==> config.mk <==
export PLATFORM = sky130hd
export DESIGN_NAME = fpu_normalize_arbiter
export DESIGN_NICKNAME = d
export VERILOG_FILES = /design/src/rtl/fpu_pkg.sv /design/src/rtl/fpu_result_fifo.sv /design/src/rtl/fpu_normalize_arbiter.sv
export SDC_FILE = /design/constraint.sdc
export NUM_CORES = 1
export LEC_CHECK = 0
export ABC_AREA = 0
export CAP_MARGIN = 20
export CORE_ASPECT_RATIO = 0.75
export CORE_UTILIZATION = 40
export DETAILED_ROUTE_END_ITERATION = 10
export GPL_TIMING_DRIVEN = 0
export PLACE_DENSITY = 0.77
export SYNTH_ARGS = -nofsm -noshare
export SYNTH_HDL_FRONTEND = slang
export SYNTH_SLANG_ARGS = --single-unit
==> constraint.sdc <==
create_clock -name clk -period 3.3 [get_ports clk]
set_clock_uncertainty 0.1 [all_clocks]
set_input_delay 0.66 -clock clk [delete_from_list [all_inputs] [get_ports clk]]
set_output_delay 0.66 -clock clk [all_outputs]
set_load 0.01 [all_outputs]
==> src/rtl/fpu_pkg.sv <==
// rtl/fpu_pkg.sv - shared widths, requester ids and result record for the normalizer arbiter
package fpu_pkg;

    localparam int EXP_W      = 8;
    localparam int RAW_MANT_W = 48;
    localparam int MANT_W     = 23;
    localparam int OP_W       = 2;

    localparam logic ID_A = 1'b0;
    localparam logic ID_B = 1'b1;

    // One buffered result: which requester it belongs to plus the normalized value
    typedef struct packed {
        logic              id;
        logic              sign;
        logic [EXP_W-1:0]  exponent;
        logic [MANT_W-1:0] mantissa;
    } result_t;

    localparam int RESULT_W = $bits(result_t);

endpackage

==> src/rtl/fpu_result_fifo.sv <==
// rtl/fpu_result_fifo.sv - synchronous result FIFO with occupancy count
module fpu_result_fifo #(
    parameter int DEPTH = 4,
    parameter int WIDTH = 33,
    localparam int AW   = (DEPTH > 1) ? $clog2(DEPTH) : 1,
    localparam int CW   = $clog2(DEPTH + 1)
) (
    input  logic             clk,
    input  logic             rst,
    input  logic             push_i,
    input  logic [WIDTH-1:0] push_data_i,
    input  logic             pop_i,
    output logic [WIDTH-1:0] head_o,
    output logic [CW-1:0]    count_o,
    output logic             empty_o,
    output logic             full_o
);

    logic [WIDTH-1:0] mem_q [DEPTH];
    logic [AW-1:0]    wr_ptr_q;
    logic [AW-1:0]    rd_ptr_q;
    logic [CW-1:0]    count_q;

    assign count_o = count_q;
    assign empty_o = (count_q == '0);
    assign full_o  = (count_q == CW'(DEPTH));
    // An empty FIFO presents zeros rather than stale storage
    assign head_o  = empty_o ? '0 : mem_q[rd_ptr_q];

    // Storage array carries no reset; validity is tracked by count_q alone
    always_ff @(posedge clk) begin
        if (push_i) begin
            mem_q[wr_ptr_q] <= push_data_i;
        end
    end

    // Pointers wrap naturally because DEPTH is a power of two
    always_ff @(posedge clk) begin
        if (rst) begin
            wr_ptr_q <= '0;
            rd_ptr_q <= '0;
            count_q  <= '0;
        end else begin
            if (push_i) begin
                wr_ptr_q <= wr_ptr_q + AW'(1);
            end
            if (pop_i) begin
                rd_ptr_q <= rd_ptr_q + AW'(1);
            end
            case ({push_i, pop_i})
                2'b10:   count_q <= count_q + CW'(1);
                2'b01:   count_q <= count_q - CW'(1);
                default: count_q <= count_q;
            endcase
        end
    end

endmodule

==> src/rtl/fpu_normalize_arbiter.sv <==
// rtl/fpu_normalize_arbiter.sv - round-robin sharing of one normalizer between two requesters
module fpu_normalize_arbiter
    import fpu_pkg::*;
#(
    parameter int NORM_LATENCY = 1,
    parameter int FIFO_DEPTH   = 4
) (
    input  logic                  clk,
    input  logic                  rst,

    input  logic                  a_valid,
    output logic                  a_ready,
    input  logic                  a_sign,
    input  logic [EXP_W-1:0]      a_exponent,
    input  logic [RAW_MANT_W-1:0] a_mantissa,
    input  logic [OP_W-1:0]       a_operator,

    input  logic                  b_valid,
    output logic                  b_ready,
    input  logic                  b_sign,
    input  logic [EXP_W-1:0]      b_exponent,
    input  logic [RAW_MANT_W-1:0] b_mantissa,
    input  logic [OP_W-1:0]       b_operator,

    output logic                  n_in_sign,
    output logic [EXP_W-1:0]      n_in_exponent,
    output logic [RAW_MANT_W-1:0] n_in_mantissa,
    output logic [OP_W-1:0]       n_in_operator,
    input  logic                  n_sign,
    input  logic [EXP_W-1:0]      n_exponent,
    input  logic [MANT_W-1:0]     n_mantissa,

    output logic                  res_valid,
    input  logic                  res_ready,
    output logic                  res_id,
    output logic                  res_sign,
    output logic [EXP_W-1:0]      res_exponent,
    output logic [MANT_W-1:0]     res_mantissa,
    output logic                  busy
);

    localparam int CNT_W = $clog2(FIFO_DEPTH + 1);

    logic             last_grant_q;
    logic             tag_vld_q [NORM_LATENCY];
    logic             tag_id_q  [NORM_LATENCY];
    logic [CNT_W-1:0] inflight_q;
    logic [CNT_W-1:0] inflight_d;

    logic             grant_a;
    logic             grant_b;
    logic             xfer;
    logic             xfer_id;
    logic             tag_exit;
    logic [CNT_W:0]   credits_used;
    logic             issue_ok;

    logic [CNT_W-1:0] fifo_count;
    logic             fifo_empty;
    logic             fifo_full;
    logic             fifo_pop;
    result_t          push_data;
    result_t          head;

    // Every issued op reserves a FIFO slot, so the normalizer never needs a stall
    assign credits_used = {1'b0, inflight_q} + {1'b0, fifo_count};
    assign issue_ok     = credits_used < (CNT_W + 1)'(FIFO_DEPTH);

    // Round-robin grant: a lone requester wins, contention goes opposite last_grant
    always_comb begin
        grant_a = 1'b0;
        grant_b = 1'b0;
        if (!rst && issue_ok) begin
            if (a_valid && b_valid) begin
                if (last_grant_q == ID_B) begin
                    grant_a = 1'b1;
                end else begin
                    grant_b = 1'b1;
                end
            end else if (a_valid) begin
                grant_a = 1'b1;
            end else if (b_valid) begin
                grant_b = 1'b1;
            end
        end
    end

    assign a_ready = grant_a;
    assign b_ready = grant_b;
    assign xfer    = grant_a || grant_b;
    assign xfer_id = grant_b ? ID_B : ID_A;

    // Normalizer input mux; zeros when nothing is granted
    always_comb begin
        n_in_sign     = 1'b0;
        n_in_exponent = '0;
        n_in_mantissa = '0;
        n_in_operator = '0;
        if (grant_a) begin
            n_in_sign     = a_sign;
            n_in_exponent = a_exponent;
            n_in_mantissa = a_mantissa;
            n_in_operator = a_operator;
        end else if (grant_b) begin
            n_in_sign     = b_sign;
            n_in_exponent = b_exponent;
            n_in_mantissa = b_mantissa;
            n_in_operator = b_operator;
        end
    end

    // Remember the last winner only when a transfer actually happens
    always_ff @(posedge clk) begin
        if (rst) begin
            last_grant_q <= ID_B;
        end else if (xfer) begin
            last_grant_q <= xfer_id;
        end
    end

    // Tag pipeline mirrors the normalizer latency so each result knows its owner
    always_ff @(posedge clk) begin
        if (rst) begin
            for (int i = 0; i < NORM_LATENCY; i++) begin
                tag_vld_q[i] <= 1'b0;
                tag_id_q[i]  <= ID_A;
            end
        end else begin
            tag_vld_q[0] <= xfer;
            tag_id_q[0]  <= xfer_id;
            for (int i = 1; i < NORM_LATENCY; i++) begin
                tag_vld_q[i] <= tag_vld_q[i-1];
                tag_id_q[i]  <= tag_id_q[i-1];
            end
        end
    end

    assign tag_exit = tag_vld_q[NORM_LATENCY-1];

    // In-flight count: issue adds one, tag exit removes one, both together cancel
    always_comb begin
        inflight_d = inflight_q;
        case ({xfer, tag_exit})
            2'b10:   inflight_d = inflight_q + CNT_W'(1);
            2'b01:   inflight_d = inflight_q - CNT_W'(1);
            default: inflight_d = inflight_q;
        endcase
    end

    // In-flight counter register
    always_ff @(posedge clk) begin
        if (rst) begin
            inflight_q <= '0;
        end else begin
            inflight_q <= inflight_d;
        end
    end

    assign push_data.id       = tag_id_q[NORM_LATENCY-1];
    assign push_data.sign     = n_sign;
    assign push_data.exponent = n_exponent;
    assign push_data.mantissa = n_mantissa;

    assign fifo_pop = res_valid && res_ready;

    fpu_result_fifo #(
        .DEPTH (FIFO_DEPTH),
        .WIDTH (RESULT_W)
    ) u_fifo (
        .clk         (clk),
        .rst         (rst),
        .push_i      (tag_exit),
        .push_data_i (push_data),
        .pop_i       (fifo_pop),
        .head_o      (head),
        .count_o     (fifo_count),
        .empty_o     (fifo_empty),
        .full_o      (fifo_full)
    );

    assign res_valid    = !fifo_empty;
    assign res_id       = head.id;
    assign res_sign     = head.sign;
    assign res_exponent = head.exponent;
    assign res_mantissa = head.mantissa;

    assign busy = (inflight_q != '0) || (fifo_count != '0);

    // A result emerging into a full FIFO means the credit accounting is broken
    assert property (@(posedge clk) disable iff (rst) !(tag_exit && fifo_full));

endmodule
## Word level (Yosys, flattened, before mapping)

Memories as Yosys holds them, arrays and structs flattened. A register that Yosys moved wholly into a read port is not among the register bits.
Cells that the tools add are included.

- Memories: 3
- Input bits: 155
- Word-level logic and storage cells: 66
- Output and inout bits: 96
- ROM bits: 0
- Flip-flop bits (word level): 11
- RAM bits: 134
- Latch bits: 0

- Equal/unequal tests: 4
- Add/subtract/negate cells: 7
- $lt $le $gt $ge: 1
- Multipliers: 0
- Reductions and logical operators: 14
- Muxes and demuxes: 32
- Shift-type cells: 0
- Bitwise operators: 0
- Divide/modulo/power cells: 0

Memories:

| memory | words | bits a word | rd ports | clocked after memory_dff | wr ports | line | source |
|---|---|---|---|---|---|---|---|
| u_fifo.mem_q | 4 | 33 | 1 | 1 | 1 | fpu_result_fifo.sv:19 | `logic [WIDTH-1:0] mem_q [DEPTH];` |
| tag_id_q | 1 | 1 | 1 | 0 | 1 | fpu_normalize_arbiter.sv:46 | `logic tag_id_q [NORM_LATENCY];` |
| tag_vld_q | 1 | 1 | 1 | 0 | 1 | fpu_normalize_arbiter.sv:45 | `logic tag_vld_q [NORM_LATENCY];` |

Operator list:

| cell | number |
|---|---|
| 48-bit two-way mux | 2 |
| 33-bit two-way mux | 1 |
| 1-bit two-way mux | 21 |
| 8-bit two-way mux | 2 |
| 3-bit case mux with 2 select lines | 2 |
| 2-bit two-way mux | 4 |
| 3-bit by 1-bit adder with 3-bit output (second input constant) | 2 |
| 3-bit nonzero test | 2 |
| 3-bit by 1-bit subtractor with 3-bit output (second input constant) | 2 |
| 2-bit by 1-bit adder with 2-bit output (second input constant) | 2 |
| 3-bit by 3-bit adder with 4-bit output | 1 |
| 2-bit by 1-bit equality test with 1-bit output (second input constant) | 2 |
| 2-bit equality test (second input constant) | 2 |
| 4-bit by 3-bit < comparator with 1-bit output (second input constant) | 1 |
| 2-bit nonzero test | 2 |
| 1-bit logical AND | 3 |
| 3-bit zero test | 1 |
| 1-bit zero test | 2 |
| 1-bit logical OR | 2 |
| 1-bit OR reduction | 2 |

## Depth between registers and ports, before layout

Gate-level depths: netlist of run 1.

- Word-level depth: 7
- Depth in mapped cells: 11
- Gate-level depth less buffers: 9

## Hierarchy

Synthesis of run 1 repeated with hierarchy kept, for this count alone.

- Cell total of the unflattened synthesis: 369
- Area total of the unflattened synthesis: 6,482.5 µm²

Modules (own cells, without submodules):

| module | cells an instance | area an instance (µm²) | times used |
|---|---|---|---|
| fpu_result_fifo | 256 | 5,427.7 | 1 |
| fpu_normalize_arbiter | 113 | 1,054.8 | 1 |

## Worst setup path after synthesis of run 1

No wires, ideal clock.

- Kind: input to register
- Start point: in rst
- End point: reg inflight_q[2]
- Path slack: -0.164 ns
- Setup time: 0.071 ns
- Arrival: 3.294 ns
- Stages on the path: 10
- Cells stage by stage: or4_4 buf_6 a2111oi_4 buf_6 nor2_1 ha_1 fa_1 xnor2_1 or3_1 a21oi_1

- Word-level cells in the longest chain between the ends: 6

Ends and longest elaborated chain:

| what | line | source |
|---|---|---|
| start: declaration | fpu_normalize_arbiter.sv:9 | `input logic rst,` |
| 1-bit zero test * | fpu_normalize_arbiter.sv:73 | `if (!rst && issue_ok) begin` |
| 1-bit logical AND * | fpu_normalize_arbiter.sv:73 |  |
| 1-bit two-way mux * | fpu_normalize_arbiter.sv:73 |  |
| named net b_ready | fpu_normalize_arbiter.sv:19 | `output logic b_ready,` |
| 1-bit logical OR * | fpu_normalize_arbiter.sv:90 | `assign xfer = grant_a \|\| grant_b;` |
| 2-bit by 1-bit equality test with 1-bit output / 2-bit equality test (equally long branches) | fpu_normalize_arbiter.sv:143 | `case ({xfer, tag_exit})` |
| 3-bit case mux with 2 select lines / 2-bit nonzero test (equally long branches) | -- |  |
| end signal: assignment | fpu_normalize_arbiter.sv:155 | `inflight_q <= inflight_d;` |
| end: declaration | fpu_normalize_arbiter.sv:47 | `logic [CNT_W-1:0] inflight_q;` |

The timed path passes the listed nets; every way through them passes the cells marked *.
A chain may end at the register's enable or synchronous reset.

## Worst setup path after layout of run 1

- Start point: reg inflight_q[2]
- End point: out n_in_mantissa[26]

- Word-level cells in the longest chain between the ends: 6

Ends and longest elaborated chain:

| what | line | source |
|---|---|---|
| 3-bit by 3-bit adder with 4-bit output * | fpu_normalize_arbiter.sv:66 | `assign credits_used = {1'b0, inflight_q} + {1'b0, fifo_count};` |
| 4-bit by 3-bit < comparator with 1-bit output * | fpu_normalize_arbiter.sv:67 | `assign issue_ok = credits_used < (CNT_W + 1)'(FIFO_DEPTH);` |
| 1-bit logical AND * | fpu_normalize_arbiter.sv:73 |  |
| 1-bit two-way mux | fpu_normalize_arbiter.sv:73 |  |
| 48-bit two-way mux | fpu_normalize_arbiter.sv:104 | `end else if (grant_b) begin` |
| 48-bit two-way mux * | fpu_normalize_arbiter.sv:99 | `if (grant_a) begin` |
| end: declaration | fpu_normalize_arbiter.sv:27 | `output logic [RAW_MANT_W-1:0] n_in_mantissa,` |

Every way passes the cells marked *; elsewhere a longest branch is shown, timed or not.

==> impl_metrics.json, run 1 <==
{
  "fin_cells": 864,
  "gpl.final_weighted_congestion": 0.960,
  "crit_required_ns": 2.54,
  "detail_route.vias_per_cell": 5.15,
  "holdPathEnd": "u_fifo.mem_q[2][32]$_DFFE_PP_",
  "worstRegToRegCells": 12,
  "synthDistinctLibCells": 28,
  "placementRows": 39,
  "sequential_share_of_the_synthesized_area": 0.668,
  "post-route-period-util": 0.997,
  "fp.coreArea_um2": 15400,
  "synth_most_common_cell": "sky130_fd_sc_hd__edfxtp_1",
  "net_switching_share_of_the_total_power": 0.308,
  "vdd_ir_drop_max_v": 0.000415,
  "wire_length_after_detailed_routing_mm": 18.3,
  "h-tree-depth": 4,
  "synth_async_sr_flop_share": 0,
  "cts_num_sinks": 147,
  "worstHoldPathType": "reg -> reg",
  "fin_total_pwr_w": 0.00746,
  "synthTopCellsByArea": "sky130_fd_sc_hd__edfxtp_1, sky130_fd_sc_hd__mux4_2, sky130_fd_sc_hd__a22o_1",
  "synthesis.area_per_instance_um2": 17.6,
  "synth_enable_flop_cells": 132,
  "endpoint_kind": "output port",
  "power.density_nw_per_um2": 756,
  "layout-area-overhead-vs-synth_pct": 54.5,
  "antenna-diode-count": 0,
  "clkSlewWorstSetupHoldPaths_ns": 0.06,
  "period_needed_ns": 3.29,
  "crit-reg2reg-launch": "inflight_q[2]$_SDFFE_PP0P_",
  "slew_at_the_pin_closest_to_its_max_slew_limit_ns": 0.910,
  "cts_hold_buffers": 0,
  "p_int_w": 0.00516,
  "share_seq_of_total_power": 0.340,
  "post_synth_most_frequent_cells": "sky130_fd_sc_hd__edfxtp_1, sky130_fd_sc_hd__a22o_1, sky130_fd_sc_hd__and2_1, sky130_fd_sc_hd__mux4_2, sky130_fd_sc_hd__dfxtp_1",
  "full_die_area_um2": 16500,
  "criticalPathCategory": "reg -> out",
  "cts_buffers": 17,
  "placedCellCount": 818,
  "critical_path.reg2reg.endpoint": "inflight_q[2]$_SDFFE_PP0P_",
  "place_ws_ns": -0.946,
  "share_comb_of_total_power": 0.415,
  "die_height_um": 111,
  "netlist_instances": 363,
  "detailed_place_hpwl_mm": 13.2,
  "first_pass_grt_wire_length_mm": 27.3,
  "route.detailed.wl_per_inst_um": 21.2,
  "static-leakage-power_nw": 3.61,
  "worst_setup_path_start_kind": "flop",
  "synth.largest_area_cell": "sky130_fd_sc_hd__edfxtp_1",
  "setup-violations-final": 0,
  "synthesis.nets": 528,
  "clock_path_buffers": 2,
  "detail-route-antenna-nets": 0,
  "leading_register_cell_type_out_of_synthesis": "sky130_fd_sc_hd__edfxtp_1",
  "fin_nets": 811,
  "slew_headroom": 0.394,
  "run_status": "complete, no violations",
  "hold_viol_final": 0,
  "arrival_ns": 2.53,
  "clock_latency_ns": 0.41,
  "layout_cell_share_with_drive_strength_beyond_1": 0.273,
  "design.portCount": 251,
  "reg2reg_slack_ns": 0.17,
  "global_route.usage.total": 0.230,
  "tritoncts": "done",
  "drt_pass1_iterations": 5,
  "dieWidth_um": 148,
  "critical_path.max_fanout": 6,
  "remaining_drc_errors": 0,
  "maxClockFrequency_mhz": 304,
  "dr.first_iter.drc_count": 300,
  "grt_start_max_net_pins": 34,
  "first_global_vias": 4732,
  "postSynthRegisterBits": 147,
  "setup_tns_ns": 0,
  "synth.cell_area_um2": 6390,
  "fillerInstances": 1174,
  "holdPathStages": 0,
  "power_switching_w": 0.00230,
  "synth_warnings": 0,
  "numPortBuffers": 250,
  "clk_root_buffer_cell": "sky130_fd_sc_hd__clkbuf_16",
  "max-cap-violations": 0,
  "whs_ns": 0.383,
  "grt_remaining_overflow": 0,
  "synth_top_area_share": 0.621,
  "final_critical_path_setup_slack_ns": 0.00830,
  "routed-via-count": 4452,
  "grt_setup_unrepaired": "yes",
  "initial_util": 0.414,
  "antenna_found_initial": 1,
  "slew_violations": 0,
  "power.clock.fraction": 0.245,
  "holdCritStartpoint": "tag_id_q[0]$_SDFF_PP0_"
}
-- routing by layer --
layer | GRT usage | share of wire
met5 | 0 | 0.00071
met4 | 0.0749 | 0.020
met3 | 0.0693 | 0.072
met2 | 0.397 | 0.52
met1 | 0.274 | 0.39
-- final cells by class --
class	count	area (um2)	share of cell area
inverters	10	37.5	0.00380
clock inverters	15	149	0.0151
well taps	205	256	0.0260
clock buffers	17	425	0.0431
plain buffers	19	146	0.0148
repair buffers	272	2610	0.265
flip-flops and latches	147	4280	0.433
multi-input cells	179	1970	0.199
-- worst max-delay path, cell delays in order (launching register included) --
cell and delay (ns):
sky130_fd_sc_hd__dfxtp_2 0.34, sky130_fd_sc_hd__ha_4 0.15, sky130_fd_sc_hd__or4_4 0.59, sky130_fd_sc_hd__a2111oi_4 0.30, sky130_fd_sc_hd__buf_6 0.17, sky130_fd_sc_hd__buf_8 0.13, sky130_fd_sc_hd__buf_6 0.11, sky130_fd_sc_hd__a22o_1 0.16
sky130_fd_sc_hd__buf_2 0.15
-- how the worst max path moves through the flow --
| stage | to | start |
|---|---|---|
| finish | n_in_mantissa[26] | inflight_q[2]$_SDFFE_PP0P_ |
| global route | n_in_mantissa[26] | inflight_q[2]$_SDFFE_PP0P_ |
| CTS | n_in_mantissa[24] | inflight_q[2]$_SDFFE_PP0P_ |
| detailed placement | n_in_mantissa[35] | rst |
| global placement | n_in_mantissa[35] | rst |
| floorplan | inflight_q[2]$_SDFFE_PP0P_ | rst |
-- power by group through the flow --
stage                     clock, W  sequential (W)  combinational, W
after floorplan                  0         0.00251           0.00160
after global placement           0         0.00253           0.00297
after detailed placement         0         0.00255           0.00301
after CTS                  0.00185         0.00253           0.00312
after global routing       0.00193         0.00257           0.00332
final                      0.00183         0.00253           0.00310
-- cells in the final DEF (no fill, tap or decap), types with 3 or more instances in the layout --
master	instances
sky130_fd_sc_hd__a21oi_1	3
sky130_fd_sc_hd__a22o_1	58
sky130_fd_sc_hd__and2_1	33
sky130_fd_sc_hd__and2_2	4
sky130_fd_sc_hd__buf_2	39
sky130_fd_sc_hd__buf_4	14
sky130_fd_sc_hd__buf_6	30
sky130_fd_sc_hd__buf_8	5
sky130_fd_sc_hd__clkbuf_16	17
sky130_fd_sc_hd__clkbuf_2	6
sky130_fd_sc_hd__clkdlybuf4s50_1	188
sky130_fd_sc_hd__clkinv_4	3
sky130_fd_sc_hd__dfxtp_1	10
sky130_fd_sc_hd__dfxtp_2	3
sky130_fd_sc_hd__edfxtp_1	132
sky130_fd_sc_hd__ha_1	5
sky130_fd_sc_hd__inv_1	10
sky130_fd_sc_hd__inv_6	4
sky130_fd_sc_hd__inv_8	3
sky130_fd_sc_hd__mux4_2	33
sky130_fd_sc_hd__nor2_1	12
sky130_fd_sc_hd__or3_1	3
sky130_fd_sc_hd__xor2_1	5
-- flip-flops by register name (all words and copies together) (netlist names), named ones only --
signal and flops:
tag_id_q 1, u_fifo.count_o 3, u_fifo.mem_q 132, u_fifo.rd_ptr_q 2, last_grant_q 1, tag_vld_q 1, inflight_q 3, u_fifo.wr_ptr_q 2
-- repair_timing --
action	4_1_cts	5_1_grt
pin swaps	39	5
gates resized for setup	315	9
buffers inserted	13	2
endpoints found under the setup margin	93	89
gates cloned	7	0
-- stage by stage --
step | area [um2] | utilization
2_1_floorplan | 6400 | -
3_3_place_gp | 9160 | 0.594
3_5_place_dp | 9170 | 0.595
4_1_cts | 9840 | 0.638
5_1_grt | 9870 | 0.640
6_report | 9870 | 0.640
-- cell families after synthesis --
kind of cell,count (synthesis),share of synthesized area
buf+inv,37,0.0317
xor+xnor,7,0.00960
simple gates,56,0.0511
flops,147,0.668
compound gates,71,0.0984
fa+ha+maj,10,0.0219
mux,35,0.120
(Power assumes the default switching activity.)
==> run 2, diff against run 1 <==
Settings changed: ABC_AREA 0 to default.
==> results of run 2 <==
Final layout, timing and power as in run 1 (identical DEF).
==> run 3, diff against run 2 <==
Settings changed: SLEW_MARGIN from default to 20.
==> run 3 against run 2 <==
  * The flow now finishes with violations (setup timing)
  * Power rose by 0.70%
  * Register-to-register slack got worse by 0.08 ns
  * Highest routed layer unchanged
  * Global-route usage about the same
  * Combinational power up 3%
  * First-iteration DRC count decreased by 23%
  * Die area did not move
  * Critical path type unchanged
  * Largest power group unchanged
  * Critical path depth is the same
  * Utilization is 0.62 points higher
  * Sequential power is essentially flat
  * Via count up 1.5%
==> impl_metrics.json, run 3 (synthesis gave the netlist of run 1 again) <==
{
  "routed-via-count": 4518,
  "arrival_ns": 2.58,
  "first_pass_grt_wire_length_mm": 27.6,
  "post-route-period-util": 1.01,
  "worst_setup_path_start_kind": "flop",
  "worst_path_dominant_cell_family": "simple AND/OR/NAND/NOR gates",
  "fin_util": 0.646,
  "highest_count_cells_in_the_layout_ignoring_fill_and_taps": "sky130_fd_sc_hd__clkdlybuf4s50_1, sky130_fd_sc_hd__edfxtp_1, sky130_fd_sc_hd__a22o_1, sky130_fd_sc_hd__buf_6, sky130_fd_sc_hd__buf_2",
  "first_global_vias": 4835,
  "clock_latency_ns": 0.42,
  "setup-violations-final": 11,
  "fillerInstances": 1151,
  "global_route.usage.total": 0.230,
  "drt_pass1_iterations": 4,
  "layout-area-overhead-vs-synth_pct": 56.0,
  "detail-route-antenna-nets": 0,
  "crit_path_frequent_cell": "sky130_fd_sc_hd__buf_6",
  "criticalPathCategory": "reg -> out",
  "slew_headroom": 0.606,
  "antenna-diode-count": 0,
  "clkSlewWorstSetupHoldPaths_ns": 0.07,
  "final_critical_path_setup_slack_ns": -0.0414,
  "path_cells": "ha_4, or4_4, a2111oi_4, buf_6, buf_6, buf_6, a22o_1, buf_2",
  "critPathBufInv": 4,
  "h-tree-depth": 4,
  "clk_root_buffer_cell": "sky130_fd_sc_hd__clkbuf_16",
  "failed_checks": "setup timing",
  "critical_path.max_fanout": 6,
  "worstHoldPathType": "reg -> reg",
  "detailed_place_hpwl_mm": 13.6,
  "largest_register_ffs": 132,
  "worstRegToRegCells": 12,
  "cts_hold_buffers": 0,
  "full_die_area_um2": 16500,
  "grt_start_max_net_pins": 21,
  "maxClockFrequency_mhz": 299,
  "slew_violations": 0,
  "design.portCount": 251,
  "dr.first_iter.drc_count": 232,
  "detail_route.vias_per_cell": 5.18,
  "hold_viol_final": 0,
  "clock_path_buffers": 2,
  "layout.cell_area.non_filler_um2": 9960,
  "place_area_um2": 9280,
  "route.detailed.wl_per_inst_um": 21.1,
  "antenna_found_initial": 1,
  "setup_tns_ns": -0.183,
  "max-cap-violations": 0,
  "cts_num_sinks": 147,
  "placementRows": 39,
  "holdPathStages": 0,
  "power.density_nw_per_um2": 754,
  "remaining_drc_errors": 0,
  "gpl.final_weighted_congestion": 0.960,
  "static-leakage-power_nw": 3.66,
  "wire_length_after_detailed_routing_mm": 18.4,
  "layout.cells.most_common": "sky130_fd_sc_hd__clkdlybuf4s50_1",
  "grt_setup_unrepaired": "yes",
  "tritoncts": "done",
  "initial_util": 0.414,
  "critical_path.max_stage_delay_ns": 0.58,
  "fin_nets": 820,
  "run_status": "finished with violations",
  "slew_at_the_pin_closest_to_its_max_slew_limit_ns": 0.591,
  "grt_remaining_overflow": 0,
  "dieWidth_um": 148,
  "fp.coreArea_um2": 15400,
  "period_needed_ns": 3.34,
  "vdd_ir_drop_max_v": 0.000407,
  "crit_required_ns": 2.54,
  "numPortBuffers": 250,
  "endpoint_kind": "output port",
  "layout_cell_share_with_drive_strength_beyond_1": 0.280,
  "timing.critical_path.depth": 8,
  "die_height_um": 111,
  "cts_buffers": 17,
  "critPathSlowestCell": "sky130_fd_sc_hd__or4_4",
  "max_flop_register": "u_fifo.mem_q"
}
==> run 3: changes by cell type in the layout (fill, tap and decap cells not counted), sizes merged <==
cell and delta:
clkinvlp +2, clkdlybuf4s15 -2, bufinv -1, dlygate4sd2 +1, bufbuf +1, clkbuf +2, buf +7, inv +3
clkinv -4
==> run 3: what timing repair did <==
action                                  in CTS  in global routing
gates cloned                                 8                  0
pin swaps                                   14                 14
endpoints found under the setup margin      93                 88
gates resized for setup                    312                 17
buffers inserted                            14                  3
==> run 3: per-layer routing <==
metal	vias up	GRT usage	wire, um
li1	2061	-	-
met1	2250	0.280	7380
met2	182	0.397	9560
met3	23	0.0676	1120
met4	2	0.0639	366
met5	-	0	11
==> run 3: final cells by class <==
class                      count  area (um2)  share of cell area
inverter                      10        37.5             0.00377
sequential                   147        4280               0.429
multi-input combinational    179        1970               0.197
clock inverter                15         134              0.0134
tap                          205         256              0.0257
timing repair buffer         279        2700               0.271
clock buffer                  17         425              0.0427
buffer                        21         169              0.0170
==> run 3: final timing paths <==
kind | start | slack, ns | to
worst max register to register | u_fifo.count_o[2]$_SDFFE_PP0P_ | 0.09 | inflight_q[2]$_SDFFE_PP0P_
worst min register to register | tag_id_q[0]$_SDFF_PP0_ | 0.40 | u_fifo.mem_q[0][32]$_DFFE_PP_
worst max-delay path | u_fifo.count_o[2]$_SDFFE_PP0P_ | -0.04 | n_in_mantissa[26]
worst min-delay path | tag_id_q[0]$_SDFF_PP0_ | 0.40 | u_fifo.mem_q[0][32]$_DFFE_PP_
==> run 3: stage by stage <==
stage | hold WS [ns] | std cells | power (W) | setup WS [ns]
floorplan | 0.338 | 363 | 0.00411 | 0.0342
global placement | 0.352 | 818 | 0.00550 | -0.970
detailed placement | 0.378 | 822 | 0.00563 | -0.952
CTS | 0.404 | 872 | 0.00755 | -0.0809
global route | 0.439 | 873 | 0.00787 | -0.131
finish | 0.401 | 873 | 0.00751 | -0.0414
==> run 3: power by group <==
part / leakage, nW / switching (W) / internal (W)
clock network: 0.265 / 0.000809 / 0.000994
logic: 2.07 / 0.00140 / 0.00178
registers: 1.33 / 0.000143 / 0.00239
